## config.mk

```make
export PLATFORM = sky130hd
export DESIGN_NAME = ir_rate_detector
export DESIGN_NICKNAME = d
export VERILOG_FILES = /design/src/rtl/ir_rate_detector.sv
export SDC_FILE = /design/constraint.sdc
export NUM_CORES = 1
export LEC_CHECK = 0
export BUFFER_PORTS_ARGS = -buffer_cell sky130_fd_sc_hd__clkbuf_2
export CORE_UTILIZATION = 54
export CTS_BUF_LIST = sky130_fd_sc_hd__clkbuf_4 sky130_fd_sc_hd__clkbuf_8
export DETAILED_ROUTE_END_ITERATION = 10
export GPL_TIMING_DRIVEN = 0
export MAX_ROUTING_LAYER = met4
export PLACE_DENSITY = 0.77
export SETUP_SLACK_MARGIN = 0.15
export SLEW_MARGIN = 10
export SYNTH_ARGS = -nofsm -noshare
export SYNTH_HDL_FRONTEND = slang
export SYNTH_SLANG_ARGS = --single-unit
```

## constraint.sdc

```tcl
create_clock -name clk -period 1.76 [get_ports clk]
set_input_delay 0.176 -clock clk [delete_from_list [all_inputs] [get_ports clk]]
set_output_delay 0.176 -clock clk [all_outputs]
set_load 0.02 [all_outputs]
```

## src/rtl/ir_rate_detector.sv

```systemverilog
`default_nettype none
// ============================================================================
// Module   : ir_rate_detector
// Purpose  : Multi-channel IR pulse-rate detector. Each channel counts
//            synchronised rising edges over a shared window and flags rate.
//            Optional macro IR_HYST_EN adds per-channel mode hysteresis.
// Revision : 1.0 - initial release
// ============================================================================
module ir_rate_detector #(
  parameter int CHANNELS    = 4,
  parameter int WINDOW      = 2000,
  parameter int CNT_W       = 10,
  parameter int THRESH      = 7,
  parameter int THRESH_LO   = 4,
  parameter int SYNC_STAGES = 2
) (
  input  logic                      clk,
  input  logic                      rst_n,
  input  logic                      enable,
  input  logic [CHANNELS-1:0]       detect_pin,
  output logic [CHANNELS-1:0]       mode,
  output logic [CHANNELS*CNT_W-1:0] last_count,
  output logic                      window_done
);

  localparam int             WIN_W      = $clog2(WINDOW);
  localparam logic [WIN_W-1:0] c_win_last = WIN_W'(WINDOW - 1);
  localparam logic [CNT_W-1:0] c_cnt_max  = {CNT_W{1'b1}};

  if (WINDOW < 2) begin : g_chk_window
    $error("WINDOW must be at least 2");
  end
  if (SYNC_STAGES < 2) begin : g_chk_sync
    $error("SYNC_STAGES must be at least 2");
  end
  if (THRESH_LO > THRESH) begin : g_chk_thresh
    $error("THRESH_LO must not exceed THRESH");
  end

  logic [CHANNELS-1:0]       sync_q [SYNC_STAGES];
  logic [CHANNELS-1:0]       sync_d [SYNC_STAGES];
  logic [CHANNELS-1:0]       prev_q, prev_d;
  logic [CHANNELS-1:0]       rise_q, rise_d;
  logic [WIN_W-1:0]          win_cnt_q, win_cnt_d;
  logic [CNT_W-1:0]          edge_cnt_q [CHANNELS];
  logic [CNT_W-1:0]          edge_cnt_d [CHANNELS];
  logic [CNT_W-1:0]          fin_cnt    [CHANNELS];
  logic [CHANNELS-1:0]       mode_q, mode_d;
  logic [CHANNELS*CNT_W-1:0] last_count_q, last_count_d;
  logic                      window_done_q, window_done_d;
  logic                      win_close;

  // Synchroniser chain, then a registered rising-edge pulse per channel.
  always_comb begin
    sync_d[0] = detect_pin;
    for (int s = 1; s < SYNC_STAGES; s++) begin
      sync_d[s] = sync_q[s-1];
    end
    prev_d = sync_q[SYNC_STAGES-1];
    rise_d = sync_q[SYNC_STAGES-1] & ~prev_q;
  end

  always_comb begin
    win_close = enable && (win_cnt_q == c_win_last);
    win_cnt_d = win_cnt_q + 1'b1;
    if (!enable || win_close) begin
      win_cnt_d = '0;
    end
    window_done_d = win_close;
  end

  always_comb begin
    mode_d       = mode_q;
    last_count_d = last_count_q;
    for (int i = 0; i < CHANNELS; i++) begin
      // The edge seen in the closing cycle still belongs to this window.
      fin_cnt[i] = edge_cnt_q[i];
      if (enable && rise_q[i] && (edge_cnt_q[i] != c_cnt_max)) begin
        fin_cnt[i] = edge_cnt_q[i] + 1'b1;
      end
      edge_cnt_d[i] = (enable && !win_close) ? fin_cnt[i] : '0;
      if (win_close) begin
        last_count_d[i*CNT_W +: CNT_W] = fin_cnt[i];
`ifdef IR_HYST_EN
        if (int'(fin_cnt[i]) >= THRESH) begin
          mode_d[i] = 1'b1;
        end else if (int'(fin_cnt[i]) < THRESH_LO) begin
          mode_d[i] = 1'b0;
        end
`else
        mode_d[i] = (int'(fin_cnt[i]) >= THRESH);
`endif
      end
    end
  end

  always_ff @(posedge clk) begin
    if (!rst_n) begin
      for (int s = 0; s < SYNC_STAGES; s++) begin
        sync_q[s] <= '0;
      end
      for (int i = 0; i < CHANNELS; i++) begin
        edge_cnt_q[i] <= '0;
      end
      prev_q        <= '0;
      rise_q        <= '0;
      win_cnt_q     <= '0;
      mode_q        <= '0;
      last_count_q  <= '0;
      window_done_q <= 1'b0;
    end else begin
      sync_q        <= sync_d;
      edge_cnt_q    <= edge_cnt_d;
      prev_q        <= prev_d;
      rise_q        <= rise_d;
      win_cnt_q     <= win_cnt_d;
      mode_q        <= mode_d;
      last_count_q  <= last_count_d;
      window_done_q <= window_done_d;
    end
  end

  assign mode        = mode_q;
  assign last_count  = last_count_q;
  assign window_done = window_done_q;

endmodule
`default_nettype wire
```

==> results of run 1 <==
[sequential cells by signal, summed over array words and instances (netlist names)]
register	cells
sync_d	4
window_done	1
last_count	40
mode	4
prev_q	4
win_cnt_q	11
prev_d	4
rise_q	4
edge_cnt_q	40
[area by class of cell]
class / count / area (µm²) / share of cell area (%)
flip-flops and latches: 112 / 2320 / 33.6
repair buffers: 113 / 833 / 12.0
multi-input cells: 394 / 3040 / 44.0
clock inverters: 6 / 87.6 / 1.27
well taps: 105 / 131 / 1.90
inverters: 9 / 33.8 / 0.488
clock buffers: 10 / 138 / 1.99
plain buffers: 26 / 328 / 4.74
[placed cells by master, fill, tap and decap left out, types with 7 or more instances in the layout]
master,n
buf_8,8
a211oi_2,10
nand2_1,32
nor2_4,7
nand3_1,16
a21oi_2,9
mux2i_1,9
dfxtp_1,72
nand2_2,8
nand2_4,8
dfxtp_2,27
nand4_1,10
buf_4,47
and2_1,21
a21oi_1,17
o21ai_0,14
clkbuf_8,11
buf_6,18
dfxtp_4,13
inv_1,8
clkbuf_2,50
o21ai_1,9
xor2_1,8
nor2_1,75
[layer usage]
metal  track usage, %  share of wire, %  routed length, µm  vias to the layer above
met5                -                 0                  0                        -
met4             11.6               6.6               1130                        0
li1                 -                 -                  -                     2130
met1             36.0                36               6150                     2412
met3             5.50               8.3               1430                      118
met2             49.9                49               8420                      373
[logic make-up after synthesis]
group	synth area share [%]
simple gates	26.2
flops	47.8
compound gates	13.7
buf+inv	3.82
xor+xnor	4.11
mux	2.99
fa+ha+maj	1.33
[worst max-delay path: stages, from the launching register on]
cell and delay [ns]:
dfxtp_1 0.44, nand3_1 0.24, nor2_4 0.25, buf_6 0.12, buf_6 0.11, nand3_4 0.17
buf_6 0.19, clkbuf_16 0.16, nand2_4 0.06, a21oi_2 0.07
[worst max path at each step]
stage / start / endpoint / slack [ns] / cells after the start
final: win_cnt_q[7]$_SDFF_PN0_ / last_count[35]$_SDFFE_PN0P_ / -0.21 / 9
after global routing: win_cnt_q[7]$_SDFF_PN0_ / last_count[16]$_SDFFE_PN0P_ / -0.26 / 9
after CTS: edge_cnt_q[4]$_SDFF_PN0_ / mode[3]$_SDFFE_PN0P_ / -0.01 / 8
after detailed placement: win_cnt_q[0]$_SDFF_PN0_ / mode[2]$_SDFFE_PN0P_ / -0.27 / 8
after global placement: enable / mode[3]$_SDFFE_PN0P_ / -0.23 / 8
after floorplan: edge_cnt_q[0]$_SDFF_PN0_ / mode[3]$_SDFFE_PN0P_ / 0.08 / 7
[through the flow]
stage | cell area (µm²) | utilization, % | power (W) | cells | setup slack, ns
after floorplan | 4760 | - | 0.00267 | 540 | 0.0762
after global placement | 5140 | 62.0 | 0.00271 | 695 | -0.228
after detailed placement | 5140 | 62.0 | 0.00271 | 695 | -0.266
after CTS | 6010 | 72.4 | 0.00437 | 740 | -0.0115
after global routing | 6920 | 83.3 | 0.00454 | 775 | -0.263
final | 6920 | 83.3 | 0.00443 | 775 | -0.211
[power breakdown]
group	internal [W]	switching [W]	total, W
registers	0.00253	0.0000104	0.00254
clock network	0.000848	0.000906	0.00175
logic	0.0000466	0.0000897	0.000136
total	0.00342	0.00101	0.00443
[repair_timing]
action | CTS | global route
setup buffers | 28 | 30
pin swaps | 37 | 47
hold buffers | 0 | 1
gates resized for setup | 106 | 155
gates cloned | 1 | 4
endpoints found under the hold margin | 0 | 1
endpoints found under the setup margin | 95 | 94
==> results.md, run 1 <==
- Status: complete, but fails checks
- Failing checks: negative setup slack
- GRT Util Overall: 30.0%
- Net Count, Synth: 552
- Post-route DRC: 0
- Drt wl/cell: 22.1 µm
- Least-Margin Pin Slew: 0.829 ns
- Total global routing overflow: 0
- Worst setup margin: -0.211 ns
- Top-count cell post-synth: dfxtp_1
- Final ANT Viol Nets: 0
- Post-Route WL: 17100 µm
- Synth area leaders: dfxtp_1 (48%), nor2_1 (7.0%), nand2_1 (3.8%)
- Hold Crit Endpoint: sync_d[3]$_SDFF_PN0_
- Hold Fails Final Rpt: 0
- Clock Root Buffer: clkbuf_8
- Hold slack: 0.00907 ns
- Pwr dens: 641 mW/mm²
- DP HPWL: 7900 µm
- Starting Density: 56.5%
- Hold Path Cell Cnt: 2
- Critical Path RT: 1.98 ns
- Core ar.: 0.00830 mm²
- Worst-skew pair later-pin latency: 0.39 ns
- Worst-path fanout max: 7
- Clock Sink Count: 112
- Violation count after the first detailed-route iteration: 347
- Number of synthesized register bits: 112
- HP Class: in2reg
- Unrepaired setup endpoints after global routing: true
- Initial antenna violation count: 0
- Worst r2r dst: last_count[35]$_SDFFE_PN0P_
- Avg Synthesized Cell Area: 8.68 µm²
- Share of synthesized registers carrying an async set or reset: 0%
- Via density: 6.49
- Largest area contributor in the netlist: dfxtp_1
- Clock Path Buffers: 2
- Critical path arrival: 2.19 ns
- R2R Path Start: win_cnt_q[7]$_SDFF_PN0_
- Clock buffer count from CTS: 9
- Number of global-route vias before repair: 4102
- Row count: 33
- Die height: 95.2 µm
- Max Slew Vio Count: 0
- Hold path startpoint: detect_pin[3]
- Final setup vio count: 82
- Die X-Extent: 95.2 µm
- Post-synth top cells: dfxtp_1 (112), nor2_1 (87), nand2_1 (47), a21oi_1 (26), nand3_1 (26)
- Reg2reg path depth: 9
- CTS tree: done
- Final #Nets: 677
- Largest net degree at the start of global routing: 19
- Number of diodes: 0
- Number of max-cap violations: 0
- First-pass GRT wire length: 20000 µm
- Post-synthesis sequential area ratio: 47.8%
- CP Capture Type: flop
- Layout cells sized above 1: 46.1%
- H-tree Lvls: 3
- Synth-to-Final Area Change: 47.5%
- Post-synth cell types: 53
- R2R setup slack: -0.21 ns
- Minimum clock period: 1.97 ns
- Cell Area, Synth: 0.00469 mm²
- Fmax: 507 MHz
- Routability congestion estimate: 0.920
- Die ar.: 0.00906 mm²
- Leak: 2.62 nW
- Vias: 5033
- Final period utilization: 112%
- CP Launch Type: flop
- Warnings from Yosys: 0
- IO buf count: 50
- VDD IR-drop max: 0.662 mV
- Reg clk slew, reported paths: 0.10 ns
- Ports: 52
- First-pass iteration count of the detailed router: 7
- Fillers: 444
- Gate Count Post-Synth: 540
- Synth Flop Type: dfxtp_1
- Critical path class: reg2reg
- Worst Skew: 0.0259 ns
- Synth top area share: 47.8%
- Number of flops mapped to enable cells by yosys: 0
- Setup TNS Final: -8.61 ns
- Rel. slew slack: 44.7%
Power figures use the tool's default switching activity.
==> run 2, diff against run 1 <==
--- a/config.mk
+++ b/config.mk
@@ -6,12 +6,12 @@
 export NUM_CORES = 1
 export LEC_CHECK = 0
 export BUFFER_PORTS_ARGS = -buffer_cell sky130_fd_sc_hd__clkbuf_2
-export CORE_UTILIZATION = 54
-export CTS_BUF_LIST = sky130_fd_sc_hd__clkbuf_4 sky130_fd_sc_hd__clkbuf_8
+export CORE_UTILIZATION = 52
+export CTS_BUF_LIST = sky130_fd_sc_hd__clkbuf_16
 export DETAILED_ROUTE_END_ITERATION = 10
 export GPL_TIMING_DRIVEN = 0
 export MAX_ROUTING_LAYER = met4
-export PLACE_DENSITY = 0.77
+export PLACE_DENSITY = 0.75
 export SETUP_SLACK_MARGIN = 0.15
 export SLEW_MARGIN = 10
 export SYNTH_ARGS = -nofsm -noshare
==> run 2 against run 1 <==
Compared with the run above:
- the run still ends with negative setup slack left
- utilization down 2.6 points
- count of clock-buffer cells in the layout decreased by 1
- setup slack got worse by 0.079 ns
==> results.md, run 2 (synthesis gave the netlist of run 1 again) <==
- Rel. slew slack: 51.5%
- Reg area: 0.00234 mm²
- GRT Util Overall: 27.8%
- Number of diodes: 0
- Hold path startpoint: detect_pin[0]
- Total global routing overflow: 0
- Fin cells: 780
- Routability congestion estimate: 0.927
- H-tree Lvls: 3
- Row count: 34
- Most frequent cells in the layout: dfxtp_1 (73), nor2_1 (70), clkbuf_2 (50)
- Status: complete, but fails checks
- Post-Route WL: 17600 µm
- Reg2reg path depth: 6
- Final #Nets: 679
- Clock Sink Count: 112
- Minimum clock period: 2.05 ns
- Pwr dens: 691 mW/mm²
- Leak: 2.65 nW
- Failing checks: negative setup slack
- CP bufs+invs: 0
- First-pass GRT wire length: 20200 µm
- Number of max-cap violations: 0
- Die ar.: 0.00940 mm²
- Worst path max stage delay: 0.49 ns
- Vias: 5001
- Largest net degree at the start of global routing: 19
- Unrepaired setup endpoints after global routing: true
- Critical path class: reg2reg
- R2R setup slack: -0.29 ns
- Pre-CTS setup slack: -0.226 ns
- Core ar.: 0.00872 mm²
- Layout cells sized above 1: 46.0%
- Initial antenna violation count: 0
- VDD IR-drop max: 0.461 mV
- Fmax: 488 MHz
- Drt wl/cell: 22.5 µm
- Worst-skew pair later-pin latency: 0.36 ns
- Hold Path Cell Cnt: 2
- Synth-to-Final Area Change: 50.2%
- Post-route DRC: 0
- Clock Root Buffer: clkbuf_16
- Die X-Extent: 97.0 µm
- CP Capture Type: flop
- Via density: 6.41
- Worst Skew: 0.0158 ns
- CP Launch Type: flop
- Post-Place Cells: 698
- CP max stage cell: o211ai_1
- Starting Density: 53.8%
- Final setup vio count: 16
- Die height: 97.0 µm
- Worst-path fanout max: 4
- R2R Path Start: edge_cnt_q[25]$_SDFF_PN0_
- Clock buffer count from CTS: 9
- CP Cell Sequence: nand4_1 -> o211ai_1 -> nor2_1 -> xor2_1 -> nor4_2 -> a21oi_1
- Least-Margin Pin Slew: 0.728 ns
- Fin area: 0.00704 mm²
- Commonest non-fill, non-tap cell in the layout: dfxtp_1
- Hold Fails Final Rpt: 0
- Critical path arrival: 2.29 ns
- Hold Crit Endpoint: sync_d[0]$_SDFF_PN0_
- Area of the multi-input gates: 0.00303 mm²
- Critical path's top delay family: simple AND/OR/NAND/NOR gates
- Critical Path RT: 2.00 ns
- Ports: 52
- Hold slack: 0.0336 ns
- IO buf count: 50
- Clock Path Buffers: 2
- Fillers: 461
- Worst r2r dst: mode[1]$_SDFFE_PN0P_
- Placed Area: 0.00515 mm²
- HP Class: in2reg
- Final ANT Viol Nets: 0
- First-pass iteration count of the detailed router: 5
- Worst setup margin: -0.289 ns
- Number of global-route vias before repair: 4152
- Violation count after the first detailed-route iteration: 385
- CTS tree: done
- Max Slew Vio Count: 0
- Reg clk slew, reported paths: 0.08 ns
- DP HPWL: 7810 µm
- Final period utilization: 116%
run 2: routing by layer:
metal	vias to the layer above	global-route usage, %	share of wire (%)
met5	-	-	0
met4	0	10.9	7.7
met3	130	4.84	9.2
met2	371	44.7	46
met1	2363	34.8	37
li1	2137	-	-
run 2: how the worst max path moves through the flow:
| stage | cells after the start | start | to |
|---|---|---|---|
| final | 6 | edge_cnt_q[25]$_SDFF_PN0_ | mode[1]$_SDFFE_PN0P_ |
| after global routing | 6 | edge_cnt_q[25]$_SDFF_PN0_ | mode[1]$_SDFFE_PN0P_ |
| after CTS | 7 | edge_cnt_q[14]$_SDFF_PN0_ | mode[2]$_SDFFE_PN0P_ |
| after detailed placement | 8 | win_cnt_q[0]$_SDFF_PN0_ | mode[2]$_SDFFE_PN0P_ |
| after global placement | 8 | enable | mode[3]$_SDFFE_PN0P_ |
| after floorplan | 7 | edge_cnt_q[0]$_SDFF_PN0_ | mode[3]$_SDFFE_PN0P_ |
run 2: per-stage QoR:
| stage | power [W] | utilization [%] | TNS, ns |
|---|---|---|---|
| 2_1_floorplan | 0.00267 | - | 0 |
| 3_3_place_gp | 0.00271 | 59.0 | -4.86 |
| 3_5_place_dp | 0.00271 | 59.0 | -7.20 |
| 4_1_cts | 0.00484 | 68.6 | -0.0282 |
| 5_1_grt | 0.00497 | 80.7 | -2.21 |
| 6_report | 0.00487 | 80.7 | -1.73 |
run 2: report_power, final:
| group | internal (W) | switching, W |
|---|---|---|
| registers | 0.00252 | 0.00000982 |
| clock network | 0.00124 | 0.000969 |
| logic | 0.0000389 | 0.0000879 |
| total | 0.00380 | 0.00107 |
run 2: timing repair:
item                                    4_1_cts  5_1_grt
pin swaps                                    32       66
gates cloned                                  0        7
hold buffers                                  0        0
endpoints found under the setup margin       93       96
setup buffers                                28       31
gates resized for setup                      81      184
run 2: area by class of cell:
type / count / area share [%]
clock inverters: 7 / 1.26
inverters: 9 / 0.480
clock buffers: 9 / 3.20
flip-flops and latches: 112 / 33.2
well taps: 108 / 1.92
plain buffers: 26 / 4.10
multi-input cells: 394 / 43.1
repair buffers: 115 / 12.8
